[config.mk]
export PLATFORM = sky130hd
export DESIGN_NAME = usrt_tx_ctrl
export DESIGN_NICKNAME = d
export VERILOG_FILES = /design/src/rtl/usrt_tx_ctrl.sv
export SDC_FILE = /design/constraint.sdc
export NUM_CORES = 1
export LEC_CHECK = 0
export BUFFER_PORTS_ARGS = -buffer_cell sky130_fd_sc_hd__buf_2
export CORE_ASPECT_RATIO = 0.8
export CORE_UTILIZATION = 43
export CTS_BUF_LIST = sky130_fd_sc_hd__clkbuf_16
export DETAILED_ROUTE_END_ITERATION = 6
export GPL_TIMING_DRIVEN = 0
export PLACE_DENSITY = 0.62
export SKIP_CTS_REPAIR_TIMING = 1
export SLEW_MARGIN = 10
export SYNTH_ARGS = -nofsm -noshare
export SYNTH_HDL_FRONTEND = slang
export SYNTH_SLANG_ARGS = --single-unit
[constraint.sdc]
create_clock -name i_Pclk -period 2.9 [get_ports i_Pclk]
set_input_delay 0.29 -clock i_Pclk [delete_from_list [all_inputs] [get_ports i_Pclk]]
set_output_delay 0.29 -clock i_Pclk [all_outputs]
set_load 0.01 [all_outputs]
[src/rtl/usrt_tx_ctrl.sv]
// USRT transmit controller: accepts a byte over valid/ready and serialises a
// start/data/parity/stop frame on o_Tx with a companion serial clock o_SClk.
module usrt_tx_ctrl #(
  parameter int CLKS_PER_BIT = 4
) (
  input  logic       i_Pclk,
  input  logic       i_Rst_n,
  input  logic [7:0] i_Data,
  input  logic [1:0] i_Parity,
  input  logic       i_Valid,
  output logic       o_Ready,
  output logic       o_Tx,
  output logic       o_SClk,
  output logic       o_Busy,
  output logic       o_Done
);

  localparam int CW = $clog2(CLKS_PER_BIT);
  localparam logic [CW-1:0] LAST    = CW'(CLKS_PER_BIT - 1);
  localparam logic [CW-1:0] HALF    = CW'(CLKS_PER_BIT / 2);
  localparam logic [CW-1:0] DONE_AT = CW'(CLKS_PER_BIT - 2);

  typedef enum logic [2:0] {IDLE, START, DATA, PARITY, STOP} state_t;

  state_t          state;
  logic [CW-1:0]   cnt;
  logic [CW-1:0]   cnt_inc;
  logic            bit_end;
  logic [2:0]      bit_idx;
  logic [7:0]      shreg;
  logic            par_en;
  logic            par_bit;

  assign cnt_inc = cnt + 1'b1;
  assign bit_end = (cnt == LAST);

  // Every output is a register loaded with the value it must show in the
  // cycle after the edge, so each transition sets the outputs of the new bit.
  always_ff @(posedge i_Pclk) begin
    // NOTE: sequential state uses non-blocking assignments only; a later
    // assignment in the same block to the same register overrides an earlier one.
    if (!i_Rst_n) begin
      state   <= IDLE;
      cnt     <= '0;
      bit_idx <= '0;
      shreg   <= '0;
      par_en  <= 1'b0;
      par_bit <= 1'b0;
      o_Ready <= 1'b0;
      o_Tx    <= 1'b1;
      o_SClk  <= 1'b1;
      o_Busy  <= 1'b0;
      o_Done  <= 1'b0;
    end else begin
      o_Done <= 1'b0;
      case (state)
        IDLE: begin
          o_Tx    <= 1'b1;
          o_SClk  <= 1'b1;
          o_Busy  <= 1'b0;
          cnt     <= '0;
          bit_idx <= '0;
          if (i_Valid && o_Ready) begin
            state   <= START;
            shreg   <= i_Data;
            par_en  <= (i_Parity == 2'b01) || (i_Parity == 2'b10);
            par_bit <= (^i_Data) ^ (i_Parity == 2'b10);
            o_Ready <= 1'b0;
            o_Busy  <= 1'b1;
            o_Tx    <= 1'b0;
            o_SClk  <= 1'b0;
          end else begin
            o_Ready <= 1'b1;
          end
        end

        START, DATA, PARITY, STOP: begin
          if (bit_end) begin
            cnt    <= '0;
            o_SClk <= 1'b0;
            case (state)
              START: begin
                state   <= DATA;
                bit_idx <= '0;
                o_Tx    <= shreg[0];
              end
              DATA: begin
                if (bit_idx == 3'd7) begin
                  if (par_en) begin
                    state <= PARITY;
                    o_Tx  <= par_bit;
                  end else begin
                    state <= STOP;
                    o_Tx  <= 1'b1;
                  end
                end else begin
                  bit_idx <= bit_idx + 3'd1;
                  shreg   <= shreg >> 1;
                  o_Tx    <= shreg[1];
                end
              end
              PARITY: begin
                state <= STOP;
                o_Tx  <= 1'b1;
              end
              STOP: begin
                // Frame complete: drop back to the idle line levels.
                state   <= IDLE;
                o_Tx    <= 1'b1;
                o_SClk  <= 1'b1;
                o_Busy  <= 1'b0;
                o_Ready <= 1'b1;
              end
              default: state <= IDLE;
            endcase
          end else begin
            cnt    <= cnt_inc;
            o_SClk <= (cnt_inc >= HALF);
            if (state == STOP && cnt == DONE_AT)
              o_Done <= 1'b1;
          end
        end

        default: begin
          state   <= IDLE;
          o_Ready <= 1'b0;
          o_Tx    <= 1'b1;
          o_SClk  <= 1'b1;
          o_Busy  <= 1'b0;
        end
      endcase
    end
  end

endmodule

* After elaboration in Yosys (flattened, before gate mapping)
Index checks and enable logic that the tools add are counted.
** Storage, ports and cells
- Register bits :: 23
- Input port bits :: 13
- Output and inout port bits :: 5
- Word-level logic and storage cells :: 84
** Cells by class
- Add/subtract/negate cells :: 2
- Order comparisons :: 1
- Equality and inequality tests :: 18
- Muxes and demuxes :: 34
- Bitwise operators :: 3
- Reduce and logical (&&, ||, !) cells :: 15
** Operators with widths (number)
- $mux 8 :: 4
- $mux 3 :: 6
- $pmux 3 s2 :: 3
- $pmux 8 s2 :: 1
- $mux 1 :: 12
- $ne 2x2->1 const B :: 5
- $ne 3x3->1 const B :: 3
- $pmux 3 s3 :: 1
- $pmux 1 s2 :: 4
- $reduce_xor 8->1 :: 1
- $eq 2x2->1 const B :: 3
- $eq 3x2->1 const B :: 2
- $eq 3x3->1 const B :: 2
- $reduce_and 2->1 :: 3
- $reduce_and 5->1 :: 1
- $ne 4x4->1 const B :: 1
- $pmux 2 s2 :: 1
- $reduce_and 4->1 :: 1
- $reduce_or 4->1 :: 1
- $add 3x1->3 const B :: 1
- $eq 3x1->1 const B :: 1
- $logic_not 3->1 :: 1
- $pmux 1 s3 :: 1
- $reduce_and 3->1 :: 1
- 11 further kinds :: 13

* Longest topological paths before layout
- Word-level depth :: 5
- Depth in mapped cells :: 7
- Depth with buffers taken out :: 6

* Worst setup path before layout
OpenSTA, ideal clock, no wires.
- Path type :: register to register
- From :: register bit_idx[0]
- To :: register shreg[4]
- Setup time :: 0.086 ns
- Data arrival time :: 1.759 ns
- Data required time :: 2.814 ns
- Path slack :: 1.055 ns
- Stages on the path, launching flop included :: 8
- Path buffers :: 1
- Period minus slack after synthesis :: 1.845 ns
- Cells stage by stage :: dfxtp_1 -> ha_1 -> ha_1 -> nand2b_1 -> a2111oi_4 -> buf_4 -> nor2_1 -> a211oi_1
** Between the ends
- Cells in the longest elaborated chain, start to end :: 3
** RTL lines
- start: declaration :: line 29 : logic [2:0] bit_idx;
- start signal: assignment :: line 97 : bit_idx <= bit_idx + 3'd1;
- $eq 3x3->1 :: line 88 : if (bit_idx == 3'd7) begin
- $ne 2x2->1 (no line)
- $reduce_and 5->1 (no line)
- end signal: assignment :: line 65 : shreg <= i_Data;
- end signal: assignment :: line 98 : shreg <= shreg >> 1;
- end: declaration :: line 30 : logic [7:0] shreg;
No other way between the ends.
A chain may end at the register's enable or synchronous reset.

* Worst setup path after layout
- From :: register bit_idx[0]
- To :: register shreg[6]
Same word-level chain as after synthesis.

==> reports/results.ini <==
[run_status]
outcome=finished clean

[synth]
synth_nets=160
synthTopCellsByArea=dfxtp_1 (35%), mux2i_1 (6.2%), a211oi_1 (5.2%)
synthCells=142
synth_enable_flop_cells=0
syn_area_um2=1300
synth-main-ff-cell=dfxtp_1
yosysTopAreaCellShare_pct=35.5
syn-mean-instance-area_um2=9.14
synth-seq-area-share_pct=35.5
yosys.area.top_type=dfxtp_1
ys_ff_latch=23
yosys.cell_types.count=43
yosysWarningCount=0
synthArstFlopShare_pct=0

[grt]
grt_pass1_wl_um=4890
met3_usage_pct=4.91
grt_pass1_vias=1041
grt_overflow=0
use_met2_pct=33.3
track_usage_pct=20.0
antenna_found_initial=0
grt_busiest_layer=met2
grt_use_met1_pct=26.5
grt_max_degree=13

[drt]
routedWlPerCell_um=14.5
remaining_drc_errors=0
routed_wirelength_um=2920
drtIter0Drc=48
drtAntennaViolNets=0
num_vias=1125
drt-vias-per-instance=5.60
drt_first_pass_iters=4

[sta]
min_period_ps=2160
setup_tns_ps=0
fmaxAchievable_ghz=0.463
hold_viol_final=0
fin_skew_ps=3.14
setup_ws_ps=741
worst_slew_pin_slew_ps=811
final.period_utilization_pct=74.5
slew_viol_final=0
maxSlewHeadroom_pct=45.4
setup_violations=0
grt_setup_unrepaired=no

[layout]
antenna_cells=0
instances_no_fill=201
area_delta_synth_final_pct=16.3
fill_cells=284
num-nets-final=182
final_util_pct=53.7
layout-drive-gt1-share_pct=17.8

[power_and_ir_drop]
combPwrFrac_pct=45.1
ir_worst_vdd_v=0.000394
fin_total_pwr_w=0.00141
power_frac_clock_pct=20.8
switching_power_w=0.000533
power_leakage_nw=0.622
power_frac_seq_pct=34.1
switching_share_pct=37.9
power.density_nw_per_um2=932
p_int_w=0.000873

[worst_setup_path]
critPathMaxFanout=10
end_kind=register
startpoint_type=register
reg2reg_depth=7
criticalPathCategory=reg2reg
cp.arrival_ps=2320
cp.required_ps=3060

[clock_tree]
path_clk_slew_ps=60
numCtsBuffers=3
ctsLongestPathBuffers=2
htreeDepth=1
cts_tree=done
clock-sinks=23
cts_root_buffer=clkbuf_16
clk_latency_ps=250

[placement]
pre_cts_ws_ps=756
gp_congestion=0.805
dpl.cell_count=197
hpwl_um=2240
port_buffers=17

[die]
initial_utilization_pct=46.2
fp.dieW_um=63.4
dieArea_um2=3240
core_um2=2810
die_h_um=51.1
ios=18
rows=17

[min_path]
min_path_cells=3
hold_path.class=in2reg

[job]
drv_cap=0

[registers in the layout, indices dropped and copies added, names as in the netlist]
register  count
shreg         8
par_en        1
o_Tx          1
cnt           2
o_Ready       1
o_Done        1
o_Busy        1
par_bit       1
bit_idx       3
o_SClk        1
state         3
[per-layer routing]
layer	vias up	part of all wire, %	wire, um
met5	-	0	0
met4	0	0.55	16
met3	2	4.9	143
met2	24	47	1370
met1	529	48	1390
li1	570	-	-
[through the flow]
step                      instance area, um^2  hold slack (ps)
after floorplan                          1300              408
after global placement                   1430              466
after detailed placement                 1430              467
after CTS                                1510              293
after global routing                     1510              306
final                                    1510              292
[critical path, cell delays in order (launching register included)]
cell	delay (ps)
dfxtp_1	320
ha_1	200
ha_1	240
nand2b_1	220
a2111oi_4	550
buf_4	260
nor2_1	50
a211oi_1	220
[layout make-up]
class | count | area [um^2] | share of cell area, %
Clock buffer | 3 | 75.1 | 4.98
Inverter | 6 | 22.5 | 1.49
Sequential cell | 23 | 460 | 30.5
Buffer | 8 | 37.5 | 2.49
Timing Repair Buffer | 17 | 85.1 | 5.64
Clock inverter | 1 | 3.75 | 0.249
Multi-Input combinational cell | 105 | 777 | 51.5
Tap cell | 38 | 47.5 | 3.15
[power by group through the flow]
stage / Combinational, W / Sequential, W / Clock [W]
2_1_floorplan: 0.000482 / 0.000479 / 0
3_3_place_gp: 0.000611 / 0.000482 / 0
3_5_place_dp: 0.000629 / 0.000486 / 0
4_1_cts: 0.000631 / 0.000480 / 0.000297
5_1_grt: 0.000697 / 0.000493 / 0.000316
6_report: 0.000634 / 0.000480 / 0.000292
[cells in the mapped netlist (2+ instances only)]
cell,n
o21a_1,2
nor4b_1,2
o21ai_0,8
mux2i_1,8
xor2_1,2
buf_2,2
inv_1,6
nor3_1,2
o211ai_1,2
and3_1,3
nand2b_1,4
dfxtp_1,23
a21oi_1,9
a211oi_1,9
clkbuf_1,4
a211o_1,2
xnor2_1,3
nand3_1,3
nand2_1,6
nor2_1,13
ha_1,5
or4b_1,3
[cell families (layout without fill, tap and decap cells)]
kind of cell    after synthesis  in the layout  share of synthesized area [%]
flops                        23             23                           35.5
mux                           8              8                           6.17
compound gates               40             40                           23.0
fa+ha+maj                     5              5                           4.82
buf+inv                      14             35                           4.63
simple gates                 45             45                           19.6
xor+xnor                      7              7                           6.37
[worst paths after layout]
check / startpoint / to / slack (ps)
max: bit_idx[0]$_SDFFE_PN0P_ / shreg[6]$_SDFFE_PN0P_ / 740
min: i_Data[7] / shreg[7]$_SDFFE_PN0P_ / 290
max reg2reg: bit_idx[0]$_SDFFE_PN0P_ / shreg[6]$_SDFFE_PN0P_ / 740
min reg2reg: shreg[7]$_SDFFE_PN0P_ / shreg[7]$_SDFFE_PN0P_ / 470
[cell usage in the layout, fill, tap and decap left out, types with 4 or more instances in the layout]
| master | netlist | final |
|---|---|---|
| dfxtp_1 | 23 | 23 |
| buf_2 | 2 | 19 |
| nor2_1 | 13 | 13 |
| a21oi_1 | 9 | 9 |
| a211oi_1 | 9 | 9 |
| o21ai_0 | 8 | 8 |
| mux2i_1 | 8 | 8 |
| inv_1 | 6 | 7 |
| nand2_1 | 6 | 6 |
| ha_1 | 5 | 5 |
| clkbuf_1 | 4 | 4 |
| nand2b_1 | 4 | 4 |
(Power assumes the default switching activity.)
